$ cat src/rtl/sid_pkg.sv
// Shared constants and types for the SID host-write path: protocol bit positions,
// the decoder state encoding and the layout of one queued register write.
package sid_pkg;

   localparam int         HDR_BIT   = 7;
   localparam int         ADDR_MSB  = 6;
   localparam int         ADDR_LSB  = 2;
   localparam logic [4:0] CTRL_ADDR = 5'h1F;
   localparam int         ENTRY_W   = 13;

   typedef enum logic {NOADDR, READY} dec_state_t;

   typedef struct packed {
      logic [4:0] addr;
      logic [1:0] hi;
      logic [5:0] data;
   } wr_entry_t;

endpackage

$ cat src/rtl/sid_sync_fifo.sv
// Generic single-clock FIFO with an explicit occupancy counter and a synchronous flush.
// A push while full is accepted only when a pop happens on the same edge.
module sid_sync_fifo
   import sid_pkg::*;
#(
   parameter int DEPTH  = 16,
   parameter int DATA_W = ENTRY_W
) (
   input  logic                    clk,
   input  logic                    rst_n,
   input  logic                    push,
   input  logic                    pop,
   input  logic                    flush,
   input  logic [DATA_W-1:0]       wdata,
   output logic [DATA_W-1:0]       rdata,
   output logic [$clog2(DEPTH):0]  count,
   output logic                    full,
   output logic                    empty
);

   localparam int AW = $clog2(DEPTH);
   localparam int CW = AW + 1;

   logic [DATA_W-1:0] mem [DEPTH];
   logic [AW-1:0]     wr_ptr;
   logic [AW-1:0]     rd_ptr;
   logic              do_push;
   logic              do_pop;

   assign full    = (count == CW'(DEPTH));
   assign empty   = (count == '0);
   assign do_pop  = pop & ~empty & ~flush;
   assign do_push = push & (~full | do_pop) & ~flush;
   assign rdata   = mem[rd_ptr];

   always_ff @(posedge clk or negedge rst_n) begin
      if (!rst_n) begin
         wr_ptr <= '0;
         rd_ptr <= '0;
         count  <= '0;
      end else if (flush) begin
         wr_ptr <= '0;
         rd_ptr <= '0;
         count  <= '0;
      end else begin
         if (do_push) wr_ptr <= wr_ptr + AW'(1);
         if (do_pop)  rd_ptr <= rd_ptr + AW'(1);
         count <= count + CW'(do_push) - CW'(do_pop);
      end
   end

   // Storage carries no reset; only pointers and count define validity.
   always_ff @(posedge clk) begin
      if (do_push) mem[wr_ptr] <= wdata;
   end

endmodule

$ cat src/rtl/sid_write_fifo.sv
// Host two-byte write decoder feeding a FIFO that drains one SID write per clkEn tick.
// Optional SID_WFIFO_CTRL_EN turns address 0x1F into a local flush/flag-clear control register.
module sid_write_fifo
   import sid_pkg::*;
#(
   parameter int DEPTH = 16,
   parameter int GAP   = 1
) (
   input  logic                   clk,
   input  logic                   rst_n,
   input  logic                   clkEn,
   input  logic [7:0]             iData,
   input  logic                   iRecv,
   output logic                   oWE,
   output logic [4:0]             oAddr,
   output logic [7:0]             oData,
   output logic [$clog2(DEPTH):0] oLevel,
   output logic                   oFull,
   output logic                   oOverflow,
   output logic                   oOrphan
);

   localparam logic [3:0] GAP_RELOAD = 4'(GAP - 1);

   dec_state_t state;
   dec_state_t state_nxt;
   logic [4:0] addr_q;
   logic [1:0] hi_q;
   logic       is_hdr;
   logic       ctrl_hit;
   logic       push;
   logic       orphan_set;
   logic       ctrl_wr;
   logic       flush;
   logic       flag_clr;
   wr_entry_t  wr_entry;
   logic [ENTRY_W-1:0] head_raw;
   wr_entry_t  head_p0;
   logic       fifo_empty;
   logic       pop_p0;
   logic [3:0] gap_cnt;

   assign is_hdr = iData[HDR_BIT];

`ifdef SID_WFIFO_CTRL_EN
   assign ctrl_hit = (addr_q == CTRL_ADDR);
`else
   assign ctrl_hit = 1'b0;
`endif

   always_comb begin
      state_nxt  = state;
      push       = 1'b0;
      orphan_set = 1'b0;
      ctrl_wr    = 1'b0;
      if (iRecv) begin
         if (is_hdr)                state_nxt  = READY;
         else if (state == NOADDR)  orphan_set = 1'b1;
         else if (ctrl_hit)         ctrl_wr    = 1'b1;
         else                       push       = 1'b1;
      end
   end

   assign flush    = ctrl_wr & iData[0];
   assign flag_clr = ctrl_wr & iData[1];

   assign wr_entry.addr = addr_q;
   assign wr_entry.hi   = hi_q;
   assign wr_entry.data = iData[5:0];

   always_ff @(posedge clk or negedge rst_n) begin
      if (!rst_n) state <= NOADDR;
      else        state <= state_nxt;
   end

   always_ff @(posedge clk or negedge rst_n) begin
      if (!rst_n) begin
         addr_q <= '0;
         hi_q   <= '0;
      end else if (iRecv && is_hdr) begin
         addr_q <= iData[ADDR_MSB:ADDR_LSB];
         hi_q   <= iData[1:0];
      end
   end

   sid_sync_fifo #(
      .DEPTH  (DEPTH),
      .DATA_W (ENTRY_W)
   ) u_fifo (
      .clk   (clk),
      .rst_n (rst_n),
      .push  (push),
      .pop   (pop_p0),
      .flush (flush),
      .wdata (wr_entry),
      .rdata (head_raw),
      .count (oLevel),
      .full  (oFull),
      .empty (fifo_empty)
   );

   assign head_p0 = wr_entry_t'(head_raw);

   // Stage p0: pop decision on a SID tick; a flush cancels a coinciding pop.
   assign pop_p0 = clkEn & ~fifo_empty & (gap_cnt == '0) & ~flush;

   // Stage p0 -> output: strobe and head entry are registered onto the SID bus.
   always_ff @(posedge clk or negedge rst_n) begin
      if (!rst_n) begin
         oWE     <= 1'b0;
         oAddr   <= '0;
         oData   <= '0;
         gap_cnt <= '0;
      end else begin
         oWE <= pop_p0;
         if (pop_p0) begin
            oAddr   <= head_p0.addr;
            oData   <= {head_p0.hi, head_p0.data};
            gap_cnt <= GAP_RELOAD;
         end else if (clkEn && (gap_cnt != '0)) begin
            gap_cnt <= gap_cnt - 4'd1;
         end
      end
   end

   always_ff @(posedge clk or negedge rst_n) begin
      if (!rst_n) begin
         oOverflow <= 1'b0;
         oOrphan   <= 1'b0;
      end else begin
         if (flag_clr) begin
            oOverflow <= 1'b0;
            oOrphan   <= 1'b0;
         end
         if (push && oFull && !pop_p0) oOverflow <= 1'b1;
         if (orphan_set)               oOrphan   <= 1'b1;
      end
   end

endmodule

$ cat config.mk
export PLATFORM = sky130hd
export DESIGN_NAME = sid_write_fifo
export DESIGN_NICKNAME = d
export VERILOG_FILES = /design/src/rtl/sid_pkg.sv /design/src/rtl/sid_sync_fifo.sv /design/src/rtl/sid_write_fifo.sv
export SDC_FILE = /design/constraint.sdc
export NUM_CORES = 1
export LEC_CHECK = 0
export CAP_MARGIN = 20
export CORE_ASPECT_RATIO = 0.6
export CORE_UTILIZATION = 25
export CTS_CLUSTER_DIAMETER = 40
export DETAILED_ROUTE_END_ITERATION = 12
export GPL_TIMING_DRIVEN = 0
export MAX_ROUTING_LAYER = met4
export PLACE_DENSITY = 0.46
export SETUP_SLACK_MARGIN = 0.5
export SYNTH_ARGS = -nofsm -noshare
export SYNTH_HDL_FRONTEND = slang
export SYNTH_HIERARCHICAL = 1
export SYNTH_SLANG_ARGS = --single-unit
$ cat constraint.sdc
create_clock -name clk -period 5.48 [get_ports clk]
set_clock_uncertainty 0.2 [all_clocks]
set_input_delay 1.37 -clock clk [delete_from_list [all_inputs] [get_ports clk]]
set_output_delay 1.37 -clock clk [all_outputs]
set_load 0.005 [all_outputs]
### After elaboration in Yosys (flattened, before gate mapping)

Memories as Yosys holds them, arrays and structs flattened. A register that Yosys moved wholly into a read port is not among the register bits.
Index checks and enable logic that the tools add are counted.

| cells by class | value |
|---|---|
| add/sub/neg operators | 5 |
| multiply operators | 0 |
| divide/modulo/power cells | 0 |
| $lt $le $gt $ge | 0 |
| eq/ne operators | 1 |
| shift operators | 0 |
| mux-type cells | 12 |
| bitwise operators | 7 |
| reduce and logical (&&, ||, !) cells | 11 |

Operators with widths:

| kind | number |
|---|---|
| $mux W1 | 10 |
| $add A4 B1 Y4 const B | 2 |
| $mux W4 | 2 |
| $add A5 B1 Y5 | 1 |
| $eq A5 B5 Y1 const B | 1 |
| $logic_not A5 Y1 | 1 |
| $sub A5 B1 Y5 | 1 |
| $and A1 B1 Y1 | 4 |
| $logic_and A1 B1 Y1 | 4 |
| $logic_not A4 Y1 | 1 |
| $reduce_bool A4 Y1 | 1 |
| $sub A4 B1 Y4 const B | 1 |
| $logic_not A1 Y1 | 2 |
| $not A1 Y1 | 2 |
| $reduce_and A2 Y1 | 1 |
| $reduce_bool A2 Y1 | 1 |
| $or A1 B1 Y1 | 1 |

| storage, ports and cells | value |
|---|---|
| flip-flop bits (word level) | 28 |
| bits in latches | 0 |
| memory bits (writable) | 208 |
| memory bits (read-only) | 0 |
| bits of input ports | 12 |
| output and inout bits | 22 |
| logic and storage cells | 47 |
| memories kept | 1 |

Memories:

| name | depth | bits a word | read ports | clocked after Yosys merged registers in | write ports | RTL line | text |
|---|---|---|---|---|---|---|---|
| u_fifo.mem | 16 | 13 | 1 | 1 | 1 | sid_sync_fifo.sv:24 | `logic [DATA_W-1:0] mem [DEPTH];` |

### Longest topological paths before layout

Gate-level depths: netlist of run 1.

| depth | value |
|---|---|
| depth after elaboration | 9 |
| mapped depth | 20 |
| depth with buffers taken out | 18 |

### Modules after synthesis

Netlist of run 1, hierarchy kept.

Modules (own cells, without submodules):

| module | instances | cells each | area each (sq um) | sequential area each (sq um) |
|---|---|---|---|---|
| sid_sync_fifo | 1 | 482 | 8884.8 | 6571.3 |
| sid_write_fifo | 1 | 76 | 1151.1 | 700.7 |

### Worst setup path before layout of run 1

Ideal clock, no wire load.

| timing | value |
|---|---|
| path type | input to register |
| start | in clkEn |
| end | reg u_fifo.count[4] |
| library setup time | 88 ps |
| arrival | 3933 ps |
| data required time | 5192 ps |
| slack | 1259 ps |
| cell stages on the path | 16 |
| path buffers | 2 |
| cell sequence | or3b_1 -> buf_6 -> buf_12 -> inv_1 -> inv_1 -> a211oi_2 -> inv_1 -> ha_1 -> inv_1 -> ha_1 -> inv_1 -> fa_1 -> nor2b_1 -> o21bai_1 -> nand3_1 -> nor3b_1 |

| between the ends | value |
|---|---|
| longest elaborated chain between the ends | 7 |

RTL lines:

| item | RTL line | text |
|---|---|---|
| start, declared | sid_write_fifo.sv:11 | `input logic clkEn,` |
| $and A1 B1 Y1 (*) (2 in a row) | sid_write_fifo.sv:105 | `assign pop_p0 = clkEn & ~fifo_empty & (gap_cnt == '0) & ~flush;` |
| net pop_p0 | sid_write_fifo.sv:40 | `logic pop_p0;` |
| $and A1 B1 Y1 (*) | sid_sync_fifo.sv:32 | `assign do_pop = pop & ~empty & ~flush;` |
| $or A1 B1 Y1 | sid_sync_fifo.sv:33 | `assign do_push = push & (~full \| do_pop) & ~flush;` |
| $and A1 B1 Y1 | sid_sync_fifo.sv:33 |  |
| $add A5 B1 Y5 | sid_sync_fifo.sv:48 | `count <= count + CW'(do_push) - CW'(do_pop);` |
| $sub A5 B1 Y5 (*) | sid_sync_fifo.sv:48 |  |
| end signal, assigned | sid_sync_fifo.sv:48 |  |
| end, declared | sid_sync_fifo.sv:16 | `output logic [$clog2(DEPTH):0] count,` |

Mark *: on every way through the listed nets, which the timed path passes. The rest lies on a longest branch.
A chain may end at the register's enable or synchronous reset.

### Worst setup path after layout of run 1

Ends and elaborated chain as after synthesis.

==> run metrics, run 1 <==
Hold/Removal Path Class=reg -> reg; DR WL/cell=21.1 um; initial antenna violation count=1; most frequent cells in the layout=208 x edfxtp_1, 53 x mux2i_1, 41 x dfrtp_1; Final setup viols=0; r2r worst-path depth=19; initial core utilization=about a quarter; CP peak stage delay=0.56 ns; post-synthesis sequential area ratio=72.5%; Setup CP Type=in -> reg; mux cell area share after synthesis=13.7%; post-DP HPWL=between 15 and 20 mm; Sink Count=249; Clk pin slew, worst setup/hold paths=roughly 0.070 ns; crit start category=primary input; yosys warns=6; hold_buf cts=0; Rows=56; NumNets Final=662; Worst-Margin Slew=1.02 ns; Post-CTS Setup Bufs=0; GRT overflow=0; met1 usage=19.2%; cells along the critical path=clkdlybuf4s50_1 > or3b_1 > buf_6 > buf_12 > clkinvlp_4 > inv_1 > a211oi_4 > inv_1 > ha_1 > inv_1 > ha_1 > inv_1 > fa_1 > nor2b_1 > o21bai_1 > nand3_1 > nor3b_1; Max-Cap Viols=0; GR Util met2=18.1%; switching share of power=23.2%; Pwr Density=387 nW/um2; crit-path max FO=10; crit path max-delay cell type=clkdlybuf4s50_1; Root Buffer=clkbuf_16; largest net degree at the start of global routing=26; hold endpoint=oOverflow; Die Ht=approximately 160 um; reg2reg end=u_fifo/count[4]; ANT cells=0; RSZ-0062 raised after global routing=false; Total GRT Usage=12.8%; DR vias/cell=4.51; Die W=261 um; r2r setup slk=roughly 1.2 ns; post-route ant nets=0; final wirelength=between 20 and 25 mm; Slew Limit Fails=0; Adder-Cell Fraction of Synth Area=1.70%; core footprint=39300 um2; Clock Power Share=40.3%; Slew HR=31.6%; number of DRC markers in iteration 0=between 300 and 400; first-pass GRT wire length=36.8 mm; number of global-route vias before repair=5575; P_sw=approximately 1100 uW; ys flop type=edfxtp_1; final hold slack=0.275 ns; status=complete, but fails checks; complex-gate fraction of the synthesized area=under 10%; die footprint=41000 um2; synthesized cell area=~10000 um2; gpl congestion=0.782; commonest non-fill, non-tap cell in the layout=edfxtp_1; failing checks=DRC; cts bufs inserted=27; drt first pass iters=9; Post-DP Area=11200 um2; num ports=34; total power=4690 uW; Seq pwr share=48.2%; Final min period=roughly 4.6 ns; Critical Path End Type=register; number of synthesized flops with an enable pin=208; Pint=3600 uW; Hold Fails Final Rpt=0; post-synth cell types=46; share of cells above drive strength 1=20.7%; Port Buffers=33; GR peak layer=met1; vias post-DR=5323; IR drop worst, VDD=0.000173 V; CTS H-tree depth=1; Hold Startpoint=oOverflow; DRC errors left=5; fraction of registers with async set/reset=16.5%; CTS Buffer Depth=3; CTS tree=built; most frequent CP cell=inv_1; largest family of logic cells by synthesized area=multiplexers; Mapped Avg Cell Area=between 15 and 20 um2; post-route cell area=~12000 um2; period utilization=83.5%; Post-Synthesis Cells=558; Seq cells post-synth=249; critical path arrival=4.81 ns; Req. time, crit path=5.72 ns; Post-Synth Simple-Gate Area=3.72%; Comb pwr share=11.4%; clk_lat worst skew=0.54 ns; M3 GR Usage=2.33%; worst hold path depth=1; Max Clk Rate=0.219 GHz; RR Startpoint=gap_cnt[0]; leakage=0.00400 uW; area delta synth->final=20.8%; Post-Synth XOR/XNOR Area=less than 1%
synth_stat cells, types with 9 or more instances:
cell | instances | area, um2
a221oi_1 | 26 | 228
edfxtp_1 | 208 | 6250
inv_1 | 19 | 71.3
a22oi_1 | 13 | 97.6
mux2i_1 | 53 | 531
ha_1 | 12 | 150
mux2_2 | 12 | 135
nand2_1 | 24 | 90.1
buf_6 | 9 | 101
nor2_1 | 22 | 82.6
dfrtp_1 | 41 | 1030
o21ai_0 | 16 | 80.1
mux4_2 | 26 | 586
worst max-delay path by stage:
stage | from | end | slack, ns | depth (start not counted)
floorplan | clkEn | u_fifo/count[4] | 1.26 | 16
global placement | clkEn | u_fifo/mem[0][5] | -0.92 | 9
detailed placement | clkEn | u_fifo/count[4] | 0.17 | 17
CTS | clkEn | u_fifo/count[4] | 0.72 | 17
global route | clkEn | u_fifo/count[4] | 0.58 | 17
finish | clkEn | u_fifo/count[4] | 0.90 | 17
flip-flops by register name, summed over array words and instances, names as in the netlist:
register / cells
addr_q: 5
gap_cnt: 4
hi_q: 2
oAddr: 5
oData: 8
oOrphan: 1
oOverflow: 1
oWE: 1
state: 1
u_fifo/count: 5
u_fifo/mem: 208
u_fifo/rd_ptr: 4
u_fifo/wr_ptr: 4
repair_timing:
item | CTS | global route
endpoints found under the hold margin | 0 | 0
endpoints found under the setup margin | 0 | 1
gates resized for setup | 0 | 2
metrics by stage:
step	worst slack, ns	instances	TNS, ns	utilization, %
global route	0.584	1179	0	30.8
global placement	-0.916	1118	-46.76	28.1
detailed placement	0.168	1130	0	28.5
CTS	0.717	1179	0	30.8
floorplan	1.26	563	0	-
finish	0.904	1179	0	30.8
cells by family (layout without fill, tap and decap cells):
group / after synthesis / after routing
buf+inv: 45 / 139
flops: 249 / 249
simple gates: 76 / 76
fa+ha+maj: 13 / 13
compound gates: 67 / 67
xor+xnor: 8 / 8
mux: 99 / 99
other cells: 1 / 6
critical path, delay by kind of cell:
family | cells | cell delay (ns)
compound gates | 2 | 0.39
fa+ha+maj | 3 | 0.84
simple gates | 4 | 0.87
buf+inv | 8 | 1.33
power by group through the flow:
stage	clock network [uW]	registers, uW	logic, uW
after floorplan	0	2280	299
after global placement	0	2300	524
after detailed placement	0	2310	537
after CTS	1940	2270	542
after global routing	2020	2280	587
final	1890	2260	536
per-layer routing:
| metal | up-vias | share of wire, % |
|---|---|---|
| met4 | 0 | 0.99 |
| met3 | 23 | 4.4 |
| met1 | 2815 | 53 |
| li1 | 2358 | - |
| met5 | - | 0 |
| met2 | 127 | 42 |
cell type report:
cell class / instances / area, um2
Tap cell: 522 / 653
Multi-Input combinational cell: 269 / 2540
Clock inverter: 15 / 206
Inverter: 19 / 75.1
Timing Repair Buffer: 45 / 454
Fill cell: 3828 / 27200
Buffer: 26 / 206
Sequential cell: 249 / 7270
Clock buffer: 34 / 712
Note: power is estimated with default switching activity, not from simulation.
==> run 2, diff against run 1 <==
--- a/config.mk
+++ b/config.mk
@@ -12,7 +12,7 @@
 export DETAILED_ROUTE_END_ITERATION = 12
 export GPL_TIMING_DRIVEN = 0
 export MAX_ROUTING_LAYER = met4
-export PLACE_DENSITY = 0.46
+export PLACE_DENSITY = 0.48
 export SETUP_SLACK_MARGIN = 0.5
 export SYNTH_ARGS = -nofsm -noshare
 export SYNTH_HDL_FRONTEND = slang
==> constraint.sdc (replaced) <==
create_clock -name clk -period 4.2 [get_ports clk]
set_clock_uncertainty 0.2 [all_clocks]
set_input_delay 1.05 -clock clk [delete_from_list [all_inputs] [get_ports clk]]
set_output_delay 1.05 -clock clk [all_outputs]
set_load 0.005 [all_outputs]
==> run metrics, run 2 (same netlist as run 1, synthesis figures left out) <==
status=complete, but fails checks (unchanged); num ports=34 (unchanged); ANT cells=0 (unchanged); crit-path max FO=7 (was 10); Worst-Margin Slew=0.943 ns (was 1.02 ns); critical path arrival=3.73 ns (was 4.81 ns); Largest Register=u_fifo/mem (unchanged); CTS tree=built (unchanged); leakage=0.00411 uW (was 0.00400 uW); cells along the critical path=inv_2 > ha_4 > or3b_4 > or3b_1 > buf_6 > buf_12 > clkinv_8 > inv_4 > a211oi_4 > buf_4 > nand2_1 > nor3_2 > buf_6 (was clkdlybuf4s50_1 > or3b_1 > buf_6 > buf_12 > clkinvlp_4 > inv_1 > a211oi_4 > inv_1 > ha_1 > inv_1 > ha_1 > inv_1 > fa_1 > nor2b_1 > o21bai_1 > nand3_1 > nor3b_1); Largest regs=u_fifo/mem (208), oData (8) (unchanged); Slew Limit Fails=0 (unchanged); most frequent CP cell=buf_6 (was inv_1); cts bufs inserted=31 (was 27); hold_buf cts=0 (unchanged); Pwr Density=515 nW/um2 (was 387 nW/um2); Final setup viols=0 (unchanged); failing checks=DRC (unchanged); Hold Fails Final Rpt=0 (unchanged); Port Buffers=33 (unchanged); # fillers=3755 (was 3828); Hold/Removal Path Class=in -> async (was reg -> reg); Setup CP Type=reg -> reg (was in -> reg); Slew HR=37.1% (was 31.6%); Rows=56 (unchanged); initial core utilization=25.5% (unchanged); DR WL/cell=21.1 um (about the same); post-route cell area=12400 um2 (was 12100 um2); Req. time, crit path=4.26 ns (was 5.72 ns); period utilization=87.3%; IR drop worst, VDD=0.000290 V (was 0.000173 V); final wirelength=25.3 mm (was 24.9 mm); CTS Buffer Depth=3 (unchanged); post-DP HPWL=16.6 mm (was 17.1 mm); Die Ht=157 um (unchanged); share of cells above drive strength 1=26.4% (was 20.7%); Total GRT Usage=12.9% (was 12.8%); Sink Count=249 (unchanged); initial antenna violation count=0 (was 1); fin util=31.6% (was 30.8%); GRT overflow=0 (unchanged); number of flip-flops under the largest register name=208 (unchanged); number of DRC markers in iteration 0=363 (was 378); die footprint=41000 um2 (unchanged); most frequent cells in the layout=208 x edfxtp_1, 53 x mux2i_1, 41 x dfrtp_1 (unchanged); Max-Cap Viols=0 (unchanged); Die W=261 um (unchanged); RSZ-0062 raised after global routing=true (was false); number of global-route vias before repair=5212 (was 5575); Root Buffer=clkbuf_16 (unchanged); commonest non-fill, non-tap cell in the layout=edfxtp_1 (unchanged); DR vias/cell=4.48 (was 4.51); CP peak stage delay=0.65 ns (was 0.56 ns); post-route ant nets=0 (unchanged); Post-DP Area=11200 um2 (about the same); Critical Path End Type=register (unchanged); largest net degree at the start of global routing=35 (was 26); NumNets Final=679 (was 662); first-pass GRT wire length=36.6 mm (was 36.8 mm); multi-input logic area=2630 um2 (was 2540 um2); vias post-DR=5370 (was 5323); Max Clk Rate=0.273 GHz; Place WS=-0.510 ns (was 0.168 ns); gpl congestion=0.755 (was 0.782); CTS H-tree depth=1 (unchanged); Clk pin slew, worst setup/hold paths=0.06 ns (was 0.07 ns); Final min period=roughly 3.7 ns; drt first pass iters=9 (unchanged); post-route setup slack=0.532 ns (was 0.904 ns); register area=7270 um2 (unchanged); crit start category=register (was primary input); core footprint=39300 um2 (unchanged); area delta synth->final=23.8% (was 20.8%); DRC errors left=2 (was 5); clk_lat worst skew=0.56 ns (was 0.54 ns); crit path max-delay cell type=nor3_2 (was clkdlybuf4s50_1)
run 2: cell count changes in the layout (fill, tap and decap cells not counted), sizes merged:
cell,previous run,this run
buf,30,43
clkbuf,43,47
clkinvlp,1,5
bufinv,4,2
clkdlybuf4s50,32,31
clkinv,5,6
dlygate4sd2,0,1
inv,24,25
run 2: power by group:
group | internal [uW] | switching [uW]
clock network | 1520 | 1090
logic | 488 | 335
registers | 2840 | 126
run 2: final timing paths:
| path | startpoint | endpoint | slack (ns) | depth (start not counted) |
|---|---|---|---|---|
| min in group clk | oOrphan | oOrphan | 0.26 | 1 |
| max reg2reg | gap_cnt[0] | u_fifo/mem[2][3] | 0.53 | 13 |
| max | gap_cnt[0] | u_fifo/mem[2][3] | 0.53 | 13 |
| max in group asynchronous | rst_n | oData[3] | 3.18 | 2 |
| min reg2reg | oOrphan | oOrphan | 0.26 | 1 |
| min | rst_n | u_fifo/rd_ptr[3] | 0.14 | 1 |
run 2: stage by stage:
stage	std cells	setup TNS, ns	power, uW	hold WS (ns)
global placement	1118	-139.72	3710	0.250
detailed placement	1126	-44.65	3720	0.251
CTS	1197	0	6440	0.135
floorplan	563	0	3370	0.250
finish	1200	0	6400	0.143
global route	1200	0	6650	0.150
run 2: worst max-delay path, delay by kind of cell, from the launching register on:
kind | cells | cell delay (ns)
fa+ha+maj | 1 | 0.13
buf+inv | 7 | 0.83
flops | 1 | 0.39
compound gates | 1 | 0.27
simple gates | 4 | 1.56
run 2: repair_timing:
item | in CTS | in global routing
pin swaps | 8 | 8
buffers inserted | 14 | 3
gates resized for setup | 12 | 12
setup endpoints to repair | 175 | 64
run 2: per-layer routing:
| layer | vias to the layer above | global-route usage, % | share of wire [%] |
|---|---|---|---|
| li1 | 2395 | - | - |
| met1 | 2793 | 19.7 | 51 |
| met2 | 145 | 17.0 | 41 |
| met3 | 37 | 3.03 | 6.7 |
| met4 | 0 | 2.53 | 1.7 |
| met5 | - | - | 0 |
run 2: cell type report:
cell class	instances	area share [%]
multi-input combinational	269	21.2
buffer	26	1.66
sequential	249	58.5
timing repair buffer	58	4.52
inverter	19	0.715
clock buffer	38	6.45
clock inverter	19	1.72
tap	522	5.25
